[src/rtl/keypad_password_entry.sv]
// Keypad front-end: synchronizes and debounces raw buttons, buffers four hex digits,
// and sequences a clean enter pulse into the password authenticator.
module keypad_password_entry #(
    parameter int DEBOUNCE_CYCLES = 4,
    parameter int ENTER_PULSE     = 3,
    parameter int RESULT_TIMEOUT  = 64
) (
    input  logic        clk,
    input  logic        rst_n,
    input  logic        key_raw,
    input  logic [3:0]  key_code,
    input  logic        enter_raw,
    input  logic        clear_raw,
    input  logic        led_success,
    input  logic        led_fail,
    input  logic        led_locked,
    output logic [15:0] password_out,
    output logic        enter_btn,
    output logic [2:0]  digit_count,
    output logic        busy,
    output logic        short_entry,
    output logic        timeout_err
);
    localparam int DW = $clog2(DEBOUNCE_CYCLES + 1);
    localparam int PW = $clog2(ENTER_PULSE + 1);
    localparam int TW = $clog2(RESULT_TIMEOUT + 1);

    typedef enum logic [1:0] {S_IDLE, S_SUBMIT, S_WAIT, S_LOCKED} state_t;

    // Button bit order: 0 = digit key, 1 = enter, 2 = clear
    logic [2:0] raw_meta_reg, raw_sync_reg;
    logic [3:0] code_meta_reg, code_sync_reg;
    logic [2:0] btn_event;

    always_ff @(posedge clk or negedge rst_n) begin
        if (!rst_n) begin
            raw_meta_reg  <= '0;
            raw_sync_reg  <= '0;
            code_meta_reg <= '0;
            code_sync_reg <= '0;
        end else begin
            raw_meta_reg  <= {clear_raw, enter_raw, key_raw};
            raw_sync_reg  <= raw_meta_reg;
            code_meta_reg <= key_code;
            code_sync_reg <= code_meta_reg;
        end
    end

    genvar gi;
    generate
        for (gi = 0; gi < 3; gi++) begin : g_debounce
            logic [DW-1:0] cnt_reg;
            logic          level_reg;

            always_ff @(posedge clk or negedge rst_n) begin
                if (!rst_n) begin
                    cnt_reg   <= '0;
                    level_reg <= 1'b0;
                end else if (raw_sync_reg[gi] != level_reg) begin
                    if (cnt_reg == DW'(DEBOUNCE_CYCLES - 1)) begin
                        level_reg <= raw_sync_reg[gi];
                        cnt_reg   <= '0;
                    end else begin
                        cnt_reg <= cnt_reg + DW'(1);
                    end
                end else begin
                    cnt_reg <= '0;
                end
            end

            // Fires on the cycle the debounced level is about to rise
            assign btn_event[gi] = raw_sync_reg[gi] && !level_reg &&
                                   (cnt_reg == DW'(DEBOUNCE_CYCLES - 1));
        end
    endgenerate

    state_t        state_reg;
    logic [15:0]   buf_reg;
    logic [2:0]    count_reg;
    logic          enter_reg;
    logic          busy_reg;
    logic          short_reg;
    logic          tmo_reg;
    logic [PW-1:0] pulse_cnt_reg;
    logic [TW-1:0] wait_cnt_reg;

    always_ff @(posedge clk or negedge rst_n) begin
        if (!rst_n) begin
            state_reg     <= S_IDLE;
            buf_reg       <= '0;
            count_reg     <= '0;
            enter_reg     <= 1'b0;
            busy_reg      <= 1'b0;
            short_reg     <= 1'b0;
            tmo_reg       <= 1'b0;
            pulse_cnt_reg <= '0;
            wait_cnt_reg  <= '0;
        end else begin
            short_reg <= 1'b0;
            tmo_reg   <= 1'b0;
            if (led_locked) begin
                state_reg <= S_LOCKED;
                enter_reg <= 1'b0;
                busy_reg  <= 1'b1;
            end else begin
                case (state_reg)
                    S_IDLE: begin
                        if (btn_event[2]) begin
                            buf_reg   <= '0;
                            count_reg <= '0;
                        end else if (btn_event[1]) begin
                            if (count_reg == 3'd4) begin
                                state_reg     <= S_SUBMIT;
                                enter_reg     <= 1'b1;
                                busy_reg      <= 1'b1;
                                pulse_cnt_reg <= '0;
                            end else begin
                                short_reg <= 1'b1;
                            end
                        end else if (btn_event[0] && count_reg != 3'd4) begin
                            buf_reg   <= {buf_reg[11:0], code_sync_reg};
                            count_reg <= count_reg + 3'd1;
                        end
                    end
                    S_SUBMIT: begin
                        if (pulse_cnt_reg == PW'(ENTER_PULSE - 1)) begin
                            enter_reg    <= 1'b0;
                            state_reg    <= S_WAIT;
                            wait_cnt_reg <= '0;
                        end else begin
                            pulse_cnt_reg <= pulse_cnt_reg + PW'(1);
                        end
                    end
                    S_WAIT: begin
                        // Success and fail are handled identically here
                        if (led_success || led_fail) begin
                            buf_reg   <= '0;
                            count_reg <= '0;
                            busy_reg  <= 1'b0;
                            state_reg <= S_IDLE;
                        end else if (wait_cnt_reg == TW'(RESULT_TIMEOUT - 1)) begin
                            tmo_reg   <= 1'b1;
                            buf_reg   <= '0;
                            count_reg <= '0;
                            busy_reg  <= 1'b0;
                            state_reg <= S_IDLE;
                        end else begin
                            wait_cnt_reg <= wait_cnt_reg + TW'(1);
                        end
                    end
                    S_LOCKED: begin
                        buf_reg   <= '0;
                        count_reg <= '0;
                        busy_reg  <= 1'b0;
                        state_reg <= S_IDLE;
                    end
                    default: state_reg <= S_IDLE;
                endcase
            end
        end
    end

    // Lockout kills the enter pulse in the same cycle rather than a cycle later
    assign enter_btn    = enter_reg && !led_locked;
    assign password_out = buf_reg;
    assign digit_count  = count_reg;
    assign busy         = busy_reg;
    assign short_entry  = short_reg;
    assign timeout_err  = tmo_reg;
endmodule

[config.mk]
export PLATFORM = sky130hd
export DESIGN_NAME = keypad_password_entry
export DESIGN_NICKNAME = d
export VERILOG_FILES = /design/src/rtl/keypad_password_entry.sv
export SDC_FILE = /design/constraint.sdc
export NUM_CORES = 1
export LEC_CHECK = 0
export BUFFER_PORTS_ARGS = -buffer_cell sky130_fd_sc_hd__buf_4
export CORE_AREA = 4 4 75 77
export CTS_CLUSTER_SIZE = 28
export DETAILED_ROUTE_END_ITERATION = 6
export DIE_AREA = 0 0 79 81
export PLACE_DENSITY = 0.77
export SLEW_MARGIN = 30
export SYNTH_ARGS = -nofsm -noshare
export SYNTH_HDL_FRONTEND = slang
export SYNTH_SLANG_ARGS = --single-unit
[constraint.sdc]
create_clock -name clk -period 2.9 [get_ports clk]
set_clock_uncertainty 0.2 [all_clocks]
set_input_delay 0.29 -clock clk [delete_from_list [all_inputs] [get_ports clk]]
set_output_delay 0.29 -clock clk [all_outputs]
set_load 0.05 [all_outputs]
=== Yosys cells after proc, flatten, opt, wreduce, memory -nomap -nowiden ===
Cells that the tools add are included.

* Output and inout bits: 23
* Register bits: 60
* Logic and storage cells: 136
* Input port bits: 12

* Equality and inequality tests: 28
* Add/subtract/negate cells: 6
* Mux-type cells: 54
* Reduce and logical (&&, ||, !) cells: 28
* Bitwise logic cells: 1

{| class="wikitable"
|+ Operator list
! operator !! count
|-
| two-way mux 16 bit || 5
|-
| case mux 16 bit (3 select lines) || 1
|-
| two-way mux 3 bit || 11
|-
| AND reduction 5 bit || 5
|-
| inequality test 3 bit, second input constant || 8
|-
| two-way mux 2 bit || 11
|-
| two-way mux 7 bit || 3
|-
| two-way mux 1 bit || 17
|-
| inequality test 2 bit, second input constant || 7
|-
| case mux 7 bit (2 select lines) || 1
|-
| adder 3 x 1 -> 3 bit, second input constant || 4
|-
| == test 3 x 2 -> 1 bit, second input constant || 3
|-
| case mux 3 bit (3 select lines) || 1
|-
| logical AND 1 bit || 8
|-
| case mux 2 bit (4 select lines) || 1
|-
| adder 7 x 1 -> 7 bit, second input constant || 1
|-
| == test 7 x 6 -> 1 bit, second input constant || 1
|-
| == test 2 bit, second input constant || 3
|-
| AND reduction 2 bit || 3
|-
| AND reduction 6 bit || 1
|-
| nonzero test 3 bit || 2
|-
| logical NOT 1 bit || 4
|-
| inequality test 4 bit, second input constant || 1
|-
| case mux 2 bit (2 select lines) || 1
|-
| 11 further kinds || 14
|}

=== Longest topological paths before layout ===
Gate-level depths: netlist (run 1).

* Depth in word-level cells: 8
* Depth in mapped cells: 9
* Gate-level depth less buffers: 6

=== Worst setup path before layout (run 1) ===
Ideal clock, no wire load.

* Path kind: register -> register
* From: register count_reg[1], in the netlist digit_count[1]
* To: register pulse_cnt_reg[1]
* Arrival: 1.860 ns
* Setup time: 0.125 ns
* Cell stages (with the launch flop): 7
* Path buffers: 0
* Path slack: 0.715 ns
* Clock period less this slack: 2.185 ns
* Data required time: 2.575 ns
* Cells stage by stage: dfrtp_1 > inv_1 > ha_1 > nand2_1 > o31ai_4 > o2111ai_2 > mux2_4

* Longest elaborated chain between the ends: 3

{| class="wikitable"
|+ Ends and longest elaborated chain
! element !! RTL line !! source
|-
| from (decl) || 79 || <nowiki>logic [2:0] count_reg;</nowiki>
|-
| from (signal assigned) || 122 || <nowiki>count_reg <= count_reg + 3'd1;</nowiki>
|-
| == test 3 bit || 112 || <nowiki>if (count_reg == 3'd4) begin</nowiki>
|-
| inequality test 2 bit (no line) || -- ||
|-
| AND reduction 6 bit (no line) || -- ||
|-
| to (signal assigned) || 131 || <nowiki>pulse_cnt_reg <= pulse_cnt_reg + PW'(1);</nowiki>
|-
| to (decl) || 84 || <nowiki>logic [PW-1:0] pulse_cnt_reg;</nowiki>
|}

No other way between the ends.
A chain may end at the register's enable or synchronous reset.

=== Worst setup path after layout (run 1) ===
* From: register state_reg[0]
* To: register wait_cnt_reg[3]

* Longest elaborated chain between the ends: 3
* Elaborated cells on any way between the ends: 8
* Classes of those cells: eq/ne (5); mux (1); reduce/logical (2)

{| class="wikitable"
|+ Ends and longest elaborated chain
! element !! RTL line !! source
|-
| from (decl) || 77 || <nowiki>state_t state_reg;</nowiki>
|-
| from (signal assigned) || 89 || <nowiki>state_reg <= S_IDLE;</nowiki>
|-
| from (signal assigned) || 102 || <nowiki>state_reg <= S_LOCKED;</nowiki>
|-
| from (signal assigned) || 113 || <nowiki>state_reg <= S_SUBMIT;</nowiki>
|-
| == test 2 bit or == test 2 x 1 -> 1 bit (tied branches) || 106 || <nowiki>case (state_reg)</nowiki>
|-
| inequality test 2 bit (no line) or nonzero test 2 bit (tied branches) || -- ||
|-
| AND reduction 5 bit (no line) || -- ||
|-
| to (signal assigned) || 148 || <nowiki>wait_cnt_reg <= wait_cnt_reg + TW'(1);</nowiki>
|-
| to (decl) || 85 || <nowiki>logic [TW-1:0] wait_cnt_reg;</nowiki>
|}

Several ways; a longest one is shown, not always the timed one.

==> qor_table.md, run 1 <==
| Group | Item | This run |
|---|---|---|
| global routing | Remaining global-route overflow | 0 |
| logic synthesis | Number of enable-type register cells in the synthesized netlist | 0 |
| clocking | Master cell of the clock root buffer | clkbuf_8 |
| logic synthesis | Most frequently used cell type in the post-synthesis netlist | dfrtp_1 |
| timing | Worst slew pin tran | 0.726 ns |
| power | Internal portion of total power | 2.08 mW |
| critical path | Startpoint of the worst-slack reg-to-reg timing path | state_reg[0]$_DFFE_PN0P_ |
| placed design | Placed wire-length estimate after detailed placement | 3030 um |
| critical path | Worst setup EP type | flip-flop |
| floorplanning | Area of the core | 5010 um2 |
| drt | Via count of the routed design | 1840 |
| floorplanning | Die Span Y | 81 um |
| min path | Hold Crit Class | primary input to flip-flop |
| critical path | Cell at the slowest stage of the critical path | ha_1 |
| power | Switch Pwr | 1.50 mW |
| logic synthesis | Library cell with the largest summed area after synthesis | dfrtp_1 |
| power | Worst ir drop on vdd | 544 uV |
| power | Clock group share of total power | 21.5% |
| drt | Top layer in use | met4 |
| drt | Total length of routed met2 wires | 2260 um |
| logic synthesis | Synthesized net count | 262 |
| critical path | Crit-path max cell delay | 0.54 ns |
| logic synthesis | Netlist area before placement | 2770 um2 |
| power | Combinational Power Share | 44.1% |
| timing | Upper clock frequency limit | 436 MHz |
| outcome | Run status | complete, no violations |
| floorplanning | Starting utilization of the core area | 55.2% |
| timing | Hold Vio Cnt, Final | 0 |
| drt | Post-route ant nets | 0 |
| critical path | Critical path buffer and inverter count | 2 |
| critical path | Crit path arrival time | 2.29 ns |
| layout | Total of fill cells in the finished design | 406 |
| clocking | CTS clk-pin slew, worst paths | 0.07 ns |
| layout | Ratio of cells with drive above 1 in the final layout | 22.8% |
| timing | Minimum period implied by the final worst setup slack | 2.29 ns |
| floorplanning | Die width | 79 um |
| drt | Drc violations | 0 |
| timing | Final critical-path share of the clock period | 79.1% |
| clocking | Clk sink count | 60 |
| logic synthesis | Mean instance size in the synthesized netlist | 11.7 um2 |
| timing | Sum of negative setup slack | 0 ns |
| global routing | Number of antenna violations at the first check in global routing | 0 |
| global routing | Vias in the first global route | 1844 |
| timing | Finish-stage setup viols | 0 |
| floorplanning | Placement Rows | 26 |
| clocking | CTS tree | yes |
| logic synthesis | Primary FF master, synth | dfrtp_1 |
| drt | Avg WL per Cell | 13.0 um |
| logic synthesis | Share of the synthesized area in the top cell type | 54.3% |
| floorplanning | Ports | 35 |
| drt | Via density per instance | 5.11 |
| drt | Metal3 WL | 132 um |
| critical path | Crit path max-delay family | simple AND/OR/NAND/NOR gates |
| placed design | Buffers added on ports | 34 |
| logic synthesis | Post-synth top cells | dfrtp_1 (60), inv_1 (28), nand2_1 (25) |
| critical path | Timing startpoint of the critical path | state_reg[0]$_DFFE_PN0P_ |
| placed design | Weighted congestion reported at the end of routability-driven placement | 0.822 |
| global routing | GRT Resource Usage Total | 17.2% |
| critical path | Cell Chain, Critical Path | inv_1, ha_1, inv_1, nor3_1, nand2b_1, o311ai_0 |
| flow run | Max-cap viol count | 0 |
| layout | Final nets | 311 |
| logic synthesis | Area contributors post-synth | dfrtp_1 (54%), mux2i_1 (6.5%), ha_1 (6.3%), inv_1 (3.8%), nand2_1 (3.4%) |
| logic synthesis | Flops & latches, synth | 60 |
| clocking | Htree depth | 3 |
| clocking | Clock Tree Buf Depth | 2 |
| drt | Sum of routed wire length over all layers | 4680 um |
| critical path | Worst Path Max Fanout | 17 |
| critical path | Data required time of the critical path | 2.90 ns |
| global routing | Largest net degree at the start of global routing | 61 |
| critical path | Reg-to-reg slack, setup | 0.61 ns |
| drt | 1st-pass router iterations | 4 |
| floorplanning | Total die area | 6400 um2 |
| power | Power density over the cells | 1080 nW/um2 |
| clocking | Clock latency on the worst-skew pair | 0.34 ns |
| logic synthesis | Synthesized instance count | 236 |
| layout | Area added between synthesis and finish | 20.3% |
| timing | Rel. slew slack | 51.6% |
| logic synthesis | Asr flop ratio synth | 100% |
| timing | RSZ-0062 raised after global routing | false |
| critical path | Critical setup path kind | flip-flop to flip-flop |
| critical path | Most frequent CP cell | inv_1 |
| timing | Final Max Slew Viols | 0 |
| power | Standby leakage power | 1.63 nW |
| power | Sequential Power Share | 34.4% |
| clocking | Post-CTS Resized | 0 |
| clocking | Num CTS Buffers | 9 |
| drt | Post-Route M1 WL | 2160 um |
| global routing | First-pass GRT wire length | 8360 um |
| power | Net switching share of the total power | 41.8% |
| power | Design Power | 3.58 mW |
| critical path | Element type at the critical path start | flip-flop |
| layout | Flip-flop count of the largest register after layout | 16 |
| logic synthesis | Number of warnings printed during yosys synthesis | 0 |
| drt | DRC violation total after the first TritonRoute iteration | 94 |
| logic synthesis | Yosys cell types | 48 |
| min path | Worst Hold Launch | led_success |
| layout | Antenna diode instance count | 0 |
| logic synthesis | Sequential element share of the synthesized area | 54.3% |
==> through the flow <==
step	worst slack (ns)	area [um2]	hold WS (ns)	utilization, %	std cells
floorplan	0.715	2770	-0.206	-	236
global placement	0.755	3030	0.133	60.6	335
detailed placement	0.622	3030	0.136	60.6	335
CTS	0.614	3330	0.117	66.4	360
global route	0.396	3330	0.132	66.4	360
finish	0.605	3330	0.137	66.4	360
==> repair_timing <==
item,CTS,global route
endpoints found under the setup margin,0,0
endpoints found under the hold margin,68,0
buffers inserted,0,0
hold buffers,9,0
==> cell usage in the layout, fill, tap and decap left out, types with 2 or more instances in the layout <==
cell and count:
nand3_1 3, nor3b_1 5, mux2i_1 18, nor2_1 5, o311ai_0 2, nor3_1 6
nand3b_1 2, inv_1 28, and3b_1 2, a41oi_1 2, dlygate4sd3_1 9, nand2_1 25
o2111ai_1 2, ha_1 14, o21ai_0 12, buf_4 36, dfrtp_1 60, mux2_2 2
clkinv_2 2, a21oi_1 4, nand2b_1 5, nor2b_1 8, clkbuf_8 11
==> cell families after synthesis <==
group,Yosys count,share of synthesized area [%]
DFF,60,54.3
buffers and inverters,35,7.01
adders and majority gates,14,6.33
AOI/OAI and AO/OA,34,9.86
muxes,22,8.28
and+or+nand+nor,71,14.2
==> power by group through the flow <==
stage	Combinational (mW)	Sequential [mW]	Clock, mW
floorplan	0.853	1.63	0
global placement	1.55	1.24	0
detailed placement	1.58	1.25	0
CTS	1.60	1.23	0.788
global route	1.73	1.27	0.836
finish	1.58	1.23	0.769
==> layer usage <==
metal / track usage, % / vias to the layer above
li1: - / 912
met1: 22.5 / 893
met2: 26.2 / 24
met3: 3.66 / 11
met4: 10.8 / 0
met5: 0 / -
==> tightest hold or removal path, stage by stage <==
cell and delay (ns):
buf_4 0.08, nor2_1 0.06, and4_1 0.20
==> cell type report <==
cell class	count	area, um2	share of cell area [%]
clock buffers	12	155	4.66
clock inverters	4	47.5	1.43
inverters	28	105	3.16
multi-input cells	141	1070	32.2
flip-flops and latches	60	1500	45.1
well taps	70	87.6	2.63
repair buffers	45	360	10.8
==> final timing paths <==
| path | end | cells past startpoint |
|---|---|---|
| setup / recovery | wait_cnt_reg[3]$_DFFE_PN0P_ | 6 |
| hold / removal | timeout_err$_DFF_PN0_ | 3 |
| setup reg to reg | wait_cnt_reg[3]$_DFFE_PN0P_ | 6 |
| hold reg to reg | raw_sync_reg[1]$_DFF_PN0_ | 0 |
| max in group asynchronous | g_debounce[2].cnt_reg[1]$_DFF_PN0_ | 2 |
| min in group asynchronous | password_out[14]$_DFFE_PN0P_ | 2 |
Power figures use the tool's default switching activity.
==> run 2, diff against run 1 <==
--- a/config.mk
+++ b/config.mk
@@ -5,11 +5,12 @@
 export SDC_FILE = /design/constraint.sdc
 export NUM_CORES = 1
 export LEC_CHECK = 0
+export ABC_AREA = 1
 export BUFFER_PORTS_ARGS = -buffer_cell sky130_fd_sc_hd__buf_4
-export CORE_AREA = 4 4 75 77
+export CORE_AREA = 4 4 76 78
 export CTS_CLUSTER_SIZE = 28
 export DETAILED_ROUTE_END_ITERATION = 6
-export DIE_AREA = 0 0 79 81
+export DIE_AREA = 0 0 80 82
 export PLACE_DENSITY = 0.77
 export SLEW_MARGIN = 30
 export SYNTH_ARGS = -nofsm -noshare
==> constraint.sdc (replaced) <==
create_clock -name clk -period 2.35 [get_ports clk]
set_clock_uncertainty 0.2 [all_clocks]
set_input_delay 0.235 -clock clk [delete_from_list [all_inputs] [get_ports clk]]
set_output_delay 0.235 -clock clk [all_outputs]
set_load 0.05 [all_outputs]
==> qor_table.md, run 2 <==
| Group | Item | This run | Delta |
|---|---|---|---|
| outcome | Run status | complete, no violations |  |
| power | Power density over the cells | 1330 nW/um2 | +24% |
| layout | Most common cell after layout, fill and taps aside | nand2_1 |  |
| global routing | First-pass GRT wire length | 9730 um | +16% |
| global routing | Met3 GRT Util | 5.26% | +1.6 points |
| critical path | Startpoint of the worst-slack reg-to-reg timing path | state_reg[0]$_DFFE_PN0P_ |  |
| logic synthesis | Synthesized net count | 363 | +39% |
| logic synthesis | Most frequently used cell type in the post-synthesis netlist | nand2_1 |  |
| critical path | Stages on worst setup path | 7 | +1 |
| layout | Commonest cells after routing, fill and taps aside | nand2_1 (85), dfrtp_1 (60), inv_1 (52), nand3_1 (39), buf_4 (38) |  |
| critical path | Worst setup EP type | flip-flop |  |
| layout | Ratio of cells with drive above 1 in the final layout | 15.6% | -7.2 points |
| placed design | Placed wire-length estimate after detailed placement | 3650 um | +21% |
| logic synthesis | Primary FF master, synth | dfrtp_1 |  |
| clocking | Master cell of the clock root buffer | clkbuf_8 |  |
| placed design | Placement Setup Slack | 0.366 ns | -0.255 ns |
| critical path | Crit-path max cell delay | 0.40 ns | -0.14 ns |
| layout | Final cell area excluding filler cells | 3490 um2 | +4.9% |
| timing | Rel. slew slack | 51.6% | about the same |
| floorplanning | Area of the core | 5070 um2 | +1.3% |
| clocking | Htree depth | 3 | unchanged |
| placed design | Weighted congestion reported at the end of routability-driven placement | 0.796 | -3.1% |
| logic synthesis | Area contributors post-synth | dfrtp_1 (53%), nand2_1 (11%), nand3_1 (6.9%), inv_1 (6.9%), ha_1 (6.2%) |  |
| global routing | Remaining global-route overflow | 0 | unchanged |
| global routing | Global routing met1 resource utilization | 22.5% | -0.086 points |
| timing | Hold Vio Cnt, Final | 0 | unchanged |
| layout | Final nets | 413 | +33% |
| layout | Flip-flop count of the largest register after layout | 16 | unchanged |
| critical path | R2r worst-path depth | 7 | +1 |
| timing | Final Worst Setup Slack | 0.373 ns | -0.232 ns |
| drt | Sum of routed wire length over all layers | 5340 um | +14% |
| timing | Sum of negative setup slack | 0 ns | unchanged |
| timing | Minimum period implied by the final worst setup slack | 1.98 ns | -0.318 ns |
| global routing | Met2 capacity usage during global routing | 33.3% | +7.1 points |
| flow run | Max-cap viol count | 0 | unchanged |
| clocking | CTS clk-pin slew, worst paths | 0.06 ns | about the same |
| logic synthesis | Mean instance size in the synthesized netlist | 8.44 um2 | -28% |
| floorplanning | Ports | 35 | unchanged |
| floorplanning | Starting utilization of the core area | 56.0% | +0.85 points |
| placed design | Buffers added on ports | 34 | unchanged |
| drt | Post-route ant nets | 0 | unchanged |
| logic synthesis | Number of warnings printed during yosys synthesis | 0 | unchanged |
| global routing | Largest net degree at the start of global routing | 61 | unchanged |
| critical path | Element type at the critical path start | flip-flop |  |
| global routing | Number of antenna violations at the first check in global routing | 0 | unchanged |
| floorplanning | Die Span Y | 82 um | +1.2% |
| drt | Drc violations | 0 | unchanged |
| critical path | Cell Chain, Critical Path | inv_1, ha_1, buf_4, o21ai_0, nand3_1, nand2_1, o21ai_0 |  |
| logic synthesis | Share of the synthesized area in the top cell type | 52.8% | -1.5 points |
| logic synthesis | Library cell with the largest summed area after synthesis | dfrtp_1 |  |
| critical path | Endpoint of the worst register-to-register path | wait_cnt_reg[0]$_DFFE_PN0P_ |  |
| clocking | Clock Tree Buf Depth | 2 | unchanged |
| drt | DRC violation total after the first TritonRoute iteration | 164 | +74% |
| timing | Final Max Slew Viols | 0 | unchanged |
| placed design | Cell area after placement | 3150 um2 | +3.8% |
| drt | Avg WL per Cell | 11.6 um | -11% |
| critical path | Critical path buffer and inverter count | 2 | unchanged |
| power | Standby leakage power | 1.86 nW | +14% |
| logic synthesis | Synthesized instance count | 337 | +43% |
| layout | Utilization after layout | 68.7% | +2.3 points |
| critical path | Reg-to-reg slack, setup | 0.37 ns | -0.23 ns |
| critical path | Worst Path Max Fanout | 12 | -5 |
| floorplanning | Total die area | 6560 um2 | +2.5% |
| timing | Upper clock frequency limit | 506 MHz | +16% |
| timing | Finish-stage setup viols | 0 | unchanged |
| critical path | Data required time of the critical path | 2.35 ns | -0.55 ns |
| logic synthesis | Netlist area before placement | 2840 um2 | +2.9% |
| timing | Final critical-path share of the clock period | 84.1% | +5.0 points |
| critical path | Most frequent CP cell | o21ai_0 |  |
| logic synthesis | Post-synth top cells | nand2_1 (85), dfrtp_1 (60), inv_1 (52) |  |
| power | Worst ir drop on vdd | 733 uV | +35% |
| clocking | CTS tree | yes |  |
| logic synthesis | Number of enable-type register cells in the synthesized netlist | 0 | unchanged |
| global routing | Vias in the first global route | 2216 | +20% |
| clocking | Clock latency on the worst-skew pair | 0.33 ns | about the same |
| floorplanning | Placement Rows | 26 | unchanged |
| global routing | GRT Resource Usage Total | 19.0% | +1.8 points |
| layout | Area added between synthesis and finish | 22.7% |  |
| critical path | Timing startpoint of the critical path | state_reg[0]$_DFFE_PN0P_ |  |
| timing | Post-route worst hold slack | 0.134 ns | -0.00239 ns |
| critical path | Crit path arrival time | 1.98 ns | -0.31 ns |
| floorplanning | Die width | 80 um | +1.3% |
| logic synthesis | Yosys cell types | 25 | -48% |
| layout | Total of fill cells in the finished design | 441 | +8.6% |
| logic synthesis | Flops & latches, synth | 60 | unchanged |
| logic synthesis | Sequential element share of the synthesized area | 52.8% | -1.5 points |
| clocking | Num CTS Buffers | 9 | unchanged |
| timing | RSZ-0062 raised after global routing | false |  |
| drt | Via count of the routed design | 2221 | +21% |
| critical path | Worst setup path endpoint | wait_cnt_reg[0]$_DFFE_PN0P_ |  |
| clocking | Buffers inserted during post-CTS setup optimization | 0 | unchanged |
| clocking | Clk sink count | 60 | unchanged |
| layout | Antenna diode instance count | 0 | unchanged |
| timing | Worst slew pin tran | 0.726 ns | +0.000234 ns |
| critical path | Crit path max-delay family | simple AND/OR/NAND/NOR gates |  |
| global routing | Busiest layer in global routing | met2 |  |
| min path | Hold Crit Class | primary input to flip-flop |  |
| clocking | Post-CTS Resized | 0 | unchanged |
| drt | 1st-pass router iterations | 4 | unchanged |
| clocking | Hold buffers post-CTS | 10 | +1 |
| critical path | Cell at the slowest stage of the critical path | dfrtp_1 |  |
| drt | Via density per instance | 4.82 | -5.7% |
| critical path | Critical setup path kind | flip-flop to flip-flop |  |
| logic synthesis | Asr flop ratio synth | 100% | unchanged |
==> run 2: layout make-up <==
type                       instances  area [um2]  area share (%)
sequential                        60        1500            43.0
clock buffer                      10         138            3.95
timing repair buffer              48         385            11.0
multi-input combinational        215        1080            30.9
tap                               70        87.6            2.51
clock inverter                     5         100            2.87
inverter                          53         199            5.70
==> run 2: worst register-to-register path, cell delays in order, from the launching register on <==
cell	delay (ns)
dfrtp_1	0.40
inv_1	0.08
ha_1	0.21
buf_4	0.17
o21ai_0	0.20
nand3_1	0.34
nand2_1	0.16
o21ai_0	0.09
==> run 2: worst min-delay path by stage <==
stage | cells after the start | start | endpoint | slack, ns
final | 5 | led_success | busy$_DFFE_PN0P_ | 0.13
after global routing | 5 | led_success | busy$_DFFE_PN0P_ | 0.15
after CTS | 5 | led_success | busy$_DFFE_PN0P_ | 0.12
after detailed placement | 0 | code_meta_reg[3]$_DFF_PN0_ | code_sync_reg[3]$_DFF_PN0_ | 0.13
after global placement | 0 | code_meta_reg[1]$_DFF_PN0_ | code_sync_reg[1]$_DFF_PN0_ | 0.13
after floorplan | 0 | rst_n | busy$_DFFE_PN0P_ | -0.26
==> run 2: stage by stage <==
step | total power [mW] | std cells
after floorplan | 3.02 | 337
after global placement | 3.48 | 436
after detailed placement | 3.55 | 436
after CTS | 4.68 | 461
after global routing | 5.01 | 461
final | 4.65 | 461
==> run 2: cells by family (layout without fill, tap and decap cells) <==
logic type | after synthesis | in the layout | share of synthesized area, %
and+or+nand+nor | 178 | 178 | 26.7
adders and majority gates | 14 | 14 | 6.16
DFF | 60 | 60 | 52.8
AOI/OAI and AO/OA | 21 | 21 | 4.36
xor gates and xnor gates | 2 | 2 | 0.616
buffers and inverters | 62 | 116 | 9.33
==> run 2: where the power goes <==
part	switching (mW)	internal [mW]
combinational	1.39	0.639
sequential	0.200	1.31
clock	0.384	0.724
==> run 2: metal layers <==
| metal | part of all wire (%) | up-vias |
|---|---|---|
| met4 | 1.2 | 0 |
| met2 | 51 | 23 |
| met5 | 0 | - |
| li1 | - | 1155 |
| met1 | 44 | 1035 |
| met3 | 3.3 | 8 |
==> run 3, diff against run 2 <==
==> constraint.sdc (replaced) <==
create_clock -name clk -period 1.9 [get_ports clk]
set_clock_uncertainty 0.2 [all_clocks]
set_input_delay 0.19 -clock clk [delete_from_list [all_inputs] [get_ports clk]]
set_output_delay 0.19 -clock clk [all_outputs]
set_load 0.05 [all_outputs]
==> qor_table.md, run 3 (synthesized netlist as in run 2, its figures left out) <==
| Group | Item | This run | Delta |
|---|---|---|---|
| outcome | Run status | complete, no violations |  |
| timing | Worst slew pin tran | 0.417 ns | -0.309 ns |
| global routing | Vias in the first global route | 2147 | -3.1% |
| clocking | Clock latency on the worst-skew pair | 0.34 ns | about the same |
| critical path | Reg-to-reg slack, setup | 0.11 ns | -0.27 ns |
| critical path | Crit path arrival time | 1.81 ns | -0.17 ns |
| global routing | Largest net degree at the start of global routing | 33 | -46% |
| layout | Final nets | 427 | +3.4% |
| critical path | Timing startpoint of the critical path | state_reg[0]$_DFFE_PN0P_ |  |
| critical path | Startpoint of the worst-slack reg-to-reg timing path | state_reg[0]$_DFFE_PN0P_ |  |
| timing | Rel. slew slack | 72.2% | +21 points |
| timing | Final critical-path share of the clock period | 94.5% | +10 points |
| floorplanning | Die width | 80 um | unchanged |
| timing | Upper clock frequency limit | 557 MHz | +10% |
| timing | Sum of negative setup slack | 0 ns | unchanged |
| power | Standby leakage power | 1.90 nW | +2.2% |
| min path | Hold Crit Class | primary input to asynchronous set/reset pin |  |
| floorplanning | Area of the core | 5070 um2 | unchanged |
| layout | Final cell area excluding filler cells | 3610 um2 | +3.5% |
| power | Clock group share of total power | 21.4% | -2.4 points |
| flow run | Max-cap viol count | 0 | unchanged |
| global routing | Number of antenna violations at the first check in global routing | 0 | unchanged |
| floorplanning | Die Span Y | 82 um | unchanged |
| floorplanning | Total die area | 6560 um2 | unchanged |
| global routing | GRT Resource Usage Total | 19.0% | -0.053 points |
| drt | Sum of routed wire length over all layers | 5370 um | +0.43% |
| timing | Minimum period implied by the final worst setup slack | 1.79 ns | -0.182 ns |
| power | Net switching share of the total power | 43.2% | +0.66 points |
| power | Sequential Power Share | 32.1% | -0.4 points |
| timing | Hold Vio Cnt, Final | 0 | unchanged |
| drt | Via count of the routed design | 2274 | +2.4% |
| power | Power density over the cells | 1600 nW/um2 | +20% |
| layout | Flip-flop count of the largest register after layout | 16 | unchanged |
| drt | DRC violation total after the first TritonRoute iteration | 85 | -48% |
| clocking | CTS tree | yes |  |
| drt | Post-route ant nets | 0 | unchanged |
| floorplanning | Placement Rows | 26 | unchanged |
| timing | Final Worst Setup Slack | 0.105 ns | -0.268 ns |
| clocking | Master cell of the clock root buffer | clkbuf_8 |  |
| critical path | Endpoint of the worst register-to-register path | wait_cnt_reg[2]$_DFFE_PN0P_ |  |
| clocking | Htree depth | 3 | unchanged |
| layout | Most common cell after layout, fill and taps aside | nand2_1 |  |
| power | Combinational Power Share | 46.4% | +2.7 points |
| critical path | Data required time of the critical path | 1.91 ns | -0.44 ns |
| timing | RSZ-0062 raised after global routing | true |  |
| critical path | Worst setup path endpoint | wait_cnt_reg[2]$_DFFE_PN0P_ |  |
| layout | Ratio of cells with drive above 1 in the final layout | 20.4% | +4.8 points |
| critical path | Critical setup path kind | flip-flop to flip-flop |  |
| power | Internal portion of total power | 3.27 mW | +22% |
| placed design | Buffers added on ports | 34 | unchanged |
| floorplanning | Ports | 35 | unchanged |
| layout | Area added between synthesis and finish | 27.0% |  |
| clocking | Num CTS Buffers | 9 | unchanged |
| layout | Antenna diode instance count | 0 | unchanged |
| placed design | Placed wire-length estimate after detailed placement | 3780 um | +3.7% |
| power | Worst ir drop on vdd | 801 uV | +9.2% |
| clocking | CTS clk-pin slew, worst paths | 0.07 ns | about the same |
| critical path | R2r worst-path depth | 10 | +3 |
| layout | Utilization after layout | 71.2% | +2.4 points |
| critical path | Worst setup EP type | flip-flop |  |
| drt | Drc violations | 0 | unchanged |
| power | Switch Pwr | 2.49 mW | +26% |
| drt | Avg WL per Cell | 11.3 um | -2.7% |
| drt | 1st-pass router iterations | 4 | unchanged |
| critical path | Element type at the critical path start | flip-flop |  |
| clocking | Clk sink count | 60 | unchanged |
| placed design | Cell area after placement | 3240 um2 | +2.7% |
| placed design | Placement Setup Slack | -0.0468 ns | -0.413 ns |
| global routing | First-pass GRT wire length | 9300 um | -4.4% |
| drt | Via density per instance | 4.78 | -0.84% |
| layout | Commonest cells after routing, fill and taps aside | nand2_1 (85), dfrtp_1 (58), inv_1 (51), buf_4 (50), nand3_1 (39) |  |
| clocking | Clock Tree Buf Depth | 2 | unchanged |
| floorplanning | Starting utilization of the core area | 56.0% | unchanged |
| placed design | Weighted congestion reported at the end of routability-driven placement | 0.797 | +0.19% |
| critical path | Worst Path Max Fanout | 12 | unchanged |
| timing | Finish-stage setup viols | 0 | unchanged |
| global routing | Remaining global-route overflow | 0 | unchanged |
| layout | Total of fill cells in the finished design | 386 | -12% |
| timing | Final Max Slew Viols | 0 | unchanged |
[run 3: cell count changes in the layout (fill, tap and decap cells not counted), moves of 3 or more]
cell	delta
buf_4	+12
ha_1	-3
ha_2	+3
o21ai_0	-4
o21ai_1	+3
[run 3: metrics by stage]
step | hold slack [ns] | total power, mW | std cells
3_3_place_gp | -0.0492 | 4.38 | 447
2_1_floorplan | -0.306 | 3.73 | 337
4_1_cts | 0.132 | 5.71 | 474
3_5_place_dp | -0.0457 | 4.43 | 447
5_1_grt | 0.152 | 6.21 | 476
6_report | 0.132 | 5.76 | 476
[run 3: power groups by stage]
stage	Clock (mW)	Sequential, mW	Combinational [mW]
6_report	1.24	1.85	2.67
5_1_grt	1.33	1.90	2.97
4_1_cts	1.27	1.85	2.59
3_5_place_dp	0	1.87	2.55
3_3_place_gp	0	1.87	2.51
2_1_floorplan	0	2.40	1.33
[run 3: final cells by class]
class | count | area (um2) | share of cell area [%]
Clock inverter | 6 | 88.8 | 2.46
Clock buffer | 10 | 128 | 3.53
Tap cell | 70 | 87.6 | 2.43
Timing Repair Buffer | 62 | 497 | 13.8
Inverter | 53 | 199 | 5.51
Multi-Input combinational cell | 215 | 1110 | 30.7
Sequential cell | 60 | 1500 | 41.6
[run 3: repair_timing]
item	4_1_cts	5_1_grt
pin swaps	0	3
hold buffers	11	0
setup endpoints to repair	21	29
buffers inserted	0	2
resized for setup	2	12
endpoints found under the hold margin	69	0
[run 3: routing by layer]
layer,vias up,GRT usage [%],part of all wire (%)
met3,9,5.92,4.0
met5,-,0,0
met4,0,9.80,1.9
met2,38,30.9,50
met1,1046,22.7,44
li1,1181,-,-
[run 3: worst min path at each step]
stage / endpoint / cells past startpoint / startpoint
2_1_floorplan: busy$_DFFE_PN0P_ / 0 / rst_n
3_3_place_gp: wait_cnt_reg[5]$_DFFE_PN0P_ / 1 / rst_n
3_5_place_dp: wait_cnt_reg[5]$_DFFE_PN0P_ / 1 / rst_n
4_1_cts: wait_cnt_reg[5]$_DFFE_PN0P_ / 2 / rst_n
5_1_grt: code_sync_reg[2]$_DFF_PN0_ / 0 / code_meta_reg[2]$_DFF_PN0_
6_report: wait_cnt_reg[5]$_DFFE_PN0P_ / 2 / rst_n
[run 3: critical path, stage by stage, from the launching register on]
cell and delay [ns]:
dfrtp_1 0.41, inv_1 0.10, ha_2 0.20, inv_1 0.07
nor2_1 0.09, nand2_1 0.08, o21ai_1 0.11, nand3_1 0.11
buf_4 0.19, nand2_1 0.05, o21ai_0 0.07
